===== src/rtl/move_pkg.sv =====
// Shared constants for the move_ctrl block: direction indices, default raster
// size, debounce counter width and the opposing-pair cancel helper.
package move_pkg;

  localparam int DIR_UP    = 0;
  localparam int DIR_DOWN  = 1;
  localparam int DIR_LEFT  = 2;
  localparam int DIR_RIGHT = 3;
  localparam int DIR_NUM   = 4;

  localparam int H_ACT_DEF = 640;
  localparam int V_ACT_DEF = 480;

  localparam int DB_CNT_W  = 24;

  // Returns {a_wins, b_wins}: a pair pressed together means neither moves.
  function automatic logic [1:0] cancel_pair(input logic a, input logic b);
    return {a & ~b, b & ~a};
  endfunction

endpackage


===== src/rtl/move_ctrl_debounce.sv =====
// Per-button conditioner: 2-flop synchronizer followed by a hold-time
// debouncer that publishes the accepted (stable) level.
module debounce
  import move_pkg::*;
#(
  parameter int DB_CYCLES = 250000
) (
  input  logic clk,
  input  logic rst,
  input  logic i_btn,
  output logic o_state
);

  localparam logic [DB_CNT_W-1:0] DB_LAST = DB_CNT_W'(DB_CYCLES - 1);
  localparam logic [DB_CNT_W-1:0] DB_ONE  = DB_CNT_W'(1);
  localparam logic [DB_CNT_W-1:0] DB_ZERO = DB_CNT_W'(0);

  logic                r_sync1;
  logic                r_sync2;
  logic                r_state;
  logic [DB_CNT_W-1:0] r_cnt;

  // Synchronize the raw level, then require DB_CYCLES disagreeing cycles in a row.
  always_ff @(posedge clk) begin
    if (rst) begin
      r_sync1 <= 1'b0;
      r_sync2 <= 1'b0;
      r_state <= 1'b0;
      r_cnt   <= DB_ZERO;
    end else begin
      r_sync1 <= i_btn;
      r_sync2 <= r_sync1;
      if (r_sync2 != r_state) begin
        if (r_cnt == DB_LAST) begin
          r_state <= r_sync2;
          r_cnt   <= DB_ZERO;
        end else begin
          r_cnt   <= r_cnt + DB_ONE;
        end
      end else begin
        r_cnt <= DB_ZERO;
      end
    end
  end

  assign o_state = r_state;

endmodule


===== src/rtl/move_ctrl.sv =====
// Debounced four-way move controller, latched once per frame end.
// Optional MOVE_CTRL_SPEED_DIV_EN adds speed_sel to divide the frame strobe.
module move_ctrl
  import move_pkg::*;
#(
  parameter int pA        = 10,
  parameter int H_ACT     = H_ACT_DEF,
  parameter int V_ACT     = V_ACT_DEF,
  parameter int DB_CYCLES = 250000
) (
  input  logic          clk,
  input  logic          rst,
  input  logic [pA-1:0] pix_x,
  input  logic [pA-1:0] pix_y,
  input  logic          pix_v,
  input  logic          btn_up,
  input  logic          btn_down,
  input  logic          btn_left,
  input  logic          btn_right,
`ifdef MOVE_CTRL_SPEED_DIV_EN
  input  logic [1:0]    speed_sel,
`endif
  output logic          up,
  output logic          down,
  output logic          left,
  output logic          right,
  output logic          imgReturn
);

  localparam logic [pA-1:0] X_LAST = pA'(H_ACT - 1);
  localparam logic [pA-1:0] Y_LAST = pA'(V_ACT - 1);

  logic [DIR_NUM-1:0] w_btn_raw;
  logic [DIR_NUM-1:0] w_acc;
  logic [1:0]         w_ud;
  logic [1:0]         w_lr;
  logic               w_fe;
  logic               w_fire;
  logic               w_div_hit;

  logic r_fe_prev;
  logic r_img;
  logic r_up;
  logic r_down;
  logic r_left;
  logic r_right;

  assign w_btn_raw[DIR_UP]    = btn_up;
  assign w_btn_raw[DIR_DOWN]  = btn_down;
  assign w_btn_raw[DIR_LEFT]  = btn_left;
  assign w_btn_raw[DIR_RIGHT] = btn_right;

  for (genvar g = 0; g < DIR_NUM; g++) begin : g_db
    debounce #(
      .DB_CYCLES(DB_CYCLES)
    ) u_db (
      .clk    (clk),
      .rst    (rst),
      .i_btn  (w_btn_raw[g]),
      .o_state(w_acc[g])
    );
  end

  // A stalled pixel counter holds the match high; only its first cycle counts.
  assign w_fe   = pix_v && (pix_x == X_LAST) && (pix_y == Y_LAST);
  assign w_fire = w_fe && !r_fe_prev;

  assign w_ud = cancel_pair(w_acc[DIR_UP],   w_acc[DIR_DOWN]);
  assign w_lr = cancel_pair(w_acc[DIR_LEFT], w_acc[DIR_RIGHT]);

`ifdef MOVE_CTRL_SPEED_DIV_EN
  logic [1:0] r_div;

  // A count already beyond a lowered speed_sel also wraps on the next frame end.
  assign w_div_hit = (r_div >= speed_sel);

  // Frame-end divider, advanced only on accepted frame ends.
  always_ff @(posedge clk) begin
    if (rst) begin
      r_div <= 2'd0;
    end else if (w_fire) begin
      r_div <= w_div_hit ? 2'd0 : r_div + 2'd1;
    end else begin
      r_div <= r_div;
    end
  end
`else
  assign w_div_hit = 1'b1;
`endif

  // Strobe and direction latch; the debouncers update on the same edge, so the
  // latch sees the pre-acceptance state.
  always_ff @(posedge clk) begin
    if (rst) begin
      r_fe_prev <= 1'b0;
      r_img     <= 1'b0;
      r_up      <= 1'b0;
      r_down    <= 1'b0;
      r_left    <= 1'b1;
      r_right   <= 1'b1;
    end else begin
      r_fe_prev <= w_fe;
      r_img     <= w_fire && w_div_hit;
      if (w_fire && w_div_hit) begin
        r_up    <= w_ud[1];
        r_down  <= w_ud[0];
        r_left  <= ~w_lr[1];
        r_right <= ~w_lr[0];
      end
    end
  end

  assign up        = r_up;
  assign down      = r_down;
  assign left      = r_left;
  assign right     = r_right;
  assign imgReturn = r_img;

endmodule


===== config.mk =====
export PLATFORM = sky130hd
export DESIGN_NAME = move_ctrl
export DESIGN_NICKNAME = d
export VERILOG_FILES = /design/src/rtl/move_pkg.sv /design/src/rtl/move_ctrl_debounce.sv /design/src/rtl/move_ctrl.sv
export SDC_FILE = /design/constraint.sdc
export NUM_CORES = 1
export LEC_CHECK = 0
export BUFFER_PORTS_ARGS = -buffer_cell sky130_fd_sc_hd__buf_2
export CAP_MARGIN = 20
export CELL_PAD_IN_SITES_DETAIL_PLACEMENT = 2
export CELL_PAD_IN_SITES_GLOBAL_PLACEMENT = 2
export CORE_MARGIN = 10
export CORE_UTILIZATION = 25
export CTS_CLUSTER_DIAMETER = 100
export CTS_CLUSTER_SIZE = 10
export DETAILED_ROUTE_END_ITERATION = 7
export GPL_TIMING_DRIVEN = 0
export PLACE_DENSITY = 0.67
export RECOVER_POWER = 100
export SYNTH_ARGS = -nofsm -noshare
export SYNTH_HDL_FRONTEND = slang
export SYNTH_SLANG_ARGS = --single-unit

===== constraint.sdc =====
create_clock -name clk -period 4.5 [get_ports clk]
set_input_delay 1.35 -clock clk [delete_from_list [all_inputs] [get_ports clk]]
set_output_delay 1.35 -clock clk [all_outputs]
set_load 0.02 [all_outputs]

==> reports/metrics.cfg <==
[status]
status=finished, final reports clean

[layout]
drive_gt1_frac=0.0960
fin_area_sq_um=6130
areaGrowthSynthToFinish_pct=19.7
final_cells=926
diodes=0
final.fill_count=2324
final_nets=677

[sta]
period_minus_slack_ps=3050
rsz0062_at_grt=no
timing.slew.headroom=0.417
drv_slew=0
hold_violations=0
max_freq_mhz=328
setup_viol=0
fin_worst_skew_ps=7.94
finalCritPeriodShare=0.678
tns_ps=0
worst_slew_pin_slew_ps=866

[pwr]
clockPowerShare=0.550
seqPwrFrac=0.436
p_sw_frac=0.207
p_sw_mw=0.483
leakage_nw=1.83
internal-power_mw=1.85
combinationalPowerShare=0.014
powerDensity_nw_per_um2=381
ir_worst_vdd_mv=0.277

[min_path]
hold_path_class=flip-flop to flip-flop
min_from=r_fe_prev

[worst_setup_path]
cpPeakStageDelay_ps=720
cp_cell_sequence=ha_1 > nand3_1 > or4_1 > o21ai_0 > clkbuf_1 > nor2_1
crit_path_max_fanout=10
crit_arrival_ps=3330
worstPathBufferInverterCount=1
end_kind=flip-flop
startpoint=g_db[3].u_db.r_cnt[0]
required_ps=4780
r2r_start=g_db[3].u_db.r_cnt[0]
crit_family=simple AND/OR/NAND/NOR gates
critPathLaunchType=flip-flop
crit_slowest_cell=o21ai_0
path_class=flip-flop to flip-flop

[detailed_routing]
vias=4558
ant_nets=0
drtPass1Iterations=4
vias_per_cell=4.92
drc=0
drt_first_iter_violations=178
drt-total-wl_um=14700
wl_per_cell_um=15.9

[grt]
grt_usage=0.116
grt_pass1_vias=4944
antenna_found_initial=1
grt_max_degree=17
grt_overflow_total=0
grt_pass1_wl_um=25000

[clock_network]
cts_tree=done
cts_hold_buffers=0
cts.clk_slew.worst_paths_ps=50
post_cts_buffers=0
clockRootBuffer=clkbuf_16
clk_latency_ps=410
cts_buffers=17
cts_resized=0
h-tree-depth=4
numClockSinks=114
cts_buffer_depth=2

[floorplan]
die_y_um=163
rows=52
initial_core_util=0.254
coreArea_sq_um=20200
io_pins=32
die_w_um=163
die_area_sq_um=26600

[place]
portBuffers=31
dp_hpwl_um=10700
place_area_sq_um=5610
place.gp.congestion=0.760
dp.cells=897

[logic_synthesis]
ys.flop_type=dfxtp_1
yosysWarningCount=0
syn_nets=627
synth_cells=596
synth_enable_flop_cells=0
yosysMostFrequentCell=dfxtp_1
synth_commonest_cells=114 x dfxtp_1, 78 x nor2_1, 39 x xnor2_1, 38 x a21oi_1, 33 x nand3_1
syn_area_sq_um=5120
avgSynthCellArea_sq_um=8.59
ys_seq_elements=114
yosysUniqueCellTypes=41
async_flop_share=0
yosysTopAreaCell=dfxtp_1
yosysTopAreaCellShare=0.446
synth_area_leaders=dfxtp_1 45%, xnor2_1 6.7%, nor2_1 5.7%, a21oi_1 3.7%, nand3_1 3.2%
ys_seq_area_frac=0.446

[flow_run]
max_cap_viol_count=0

sequential cells by signal (all words and copies together), names as in the netlist:
name               count
g_db.u_db.r_cnt       96
down                   1
imgReturn              1
g_db.u_db.o_state      4
right                  1
r_fe_prev              1
up                     1
g_db.u_db.r_sync1      4
g_db.u_db.r_sync2      4
left                   1
logic make-up after synthesis:
family / Yosys count / share of synthesized area
multiplexers: 4 / 0.00782
AND/OR/NAND/NOR: 293 / 0.317
AO/OA/AOI/OAI: 82 / 0.0890
buffers and inverters: 42 / 0.0335
flip-flops: 114 / 0.446
adder cells (fa/ha/maj): 4 / 0.00978
XOR/XNOR: 57 / 0.0975
worst paths after layout:
path                           end  cells after the start  slack [ps]
max          g_db[3].u_db.r_cnt[3]                      6        1450
min                      imgReturn                      1         410
max reg2reg  g_db[3].u_db.r_cnt[3]                      6        1450
min reg2reg              imgReturn                      1         410
power by group through the flow:
stage	combinational [mW]	sequential (mW)	clock (mW)
CTS	0.0349	1.02	1.32
finish	0.0330	1.02	1.28
detailed placement	0.0349	1.04	0
global placement	0.0332	1.04	0
floorplan	0.0155	1.04	0
global route	0.0375	1.02	1.37
per-layer routing:
metal	track usage	vias up	wire length, um
met5	0	-	13
met4	0.0492	2	235
met3	0.0257	16	310
met2	0.204	29	7740
met1	0.132	2271	6450
li1	-	2240	-
placed cells by master, fill, tap and decap left out, types with 3 or more instances in the layout:
cell type and n:
xor2_1 18, clkbuf_8 5, nand4b_1 4, nor2b_1 10, or4_1 19, a21oi_1 38, nor2_1 78, or3_1 25
o21ai_0 29, and3_1 7, o31ai_1 12, nand4_1 26, clkbuf_1 28, dfxtp_1 114, nor4_1 14, inv_1 20
and4_1 12, nor3_1 18, mux2i_1 4, nand3_1 34, nand2_1 29, clkbuf_16 17, nor4b_1 3, ha_1 4
nand4_2 3, nand2b_1 3, xnor2_1 39, buf_2 27
worst reg2reg max path: cells and delay by family (launching register included):
kind / cells / cell delay [ps]
compound gates: 1 / 720
fa+ha+maj: 1 / 210
buf+inv: 1 / 500
flops: 1 / 390
simple gates: 3 / 1090
per-stage QoR:
| step | worst slack [ps] | hold WS [ps] | utilization | power [mW] |
|---|---|---|---|---|
| final | 1450 | 409 | 0.304 | 2.33 |
| after global routing | 1150 | 429 | 0.304 | 2.43 |
| after CTS | 2110 | 412 | 0.306 | 2.38 |
| after global placement | 1800 | 400 | 0.278 | 1.07 |
| after detailed placement | 1710 | 404 | 0.278 | 1.07 |
| after floorplan | 2260 | 383 | - | 1.05 |
layout make-up:
cell class | instances | area [sq um] | share of cell area
flip-flops and latches | 114 | 2280 | 0.372
repair buffers | 31 | 148 | 0.0241
clock inverters | 4 | 50.0 | 0.00816
plain buffers | 22 | 86.3 | 0.0141
well taps | 270 | 338 | 0.0551
clock buffers | 25 | 505 | 0.0824
inverters | 20 | 75.1 | 0.0122
multi-input cells | 440 | 2650 | 0.432
Power figures use the tool's default switching activity.
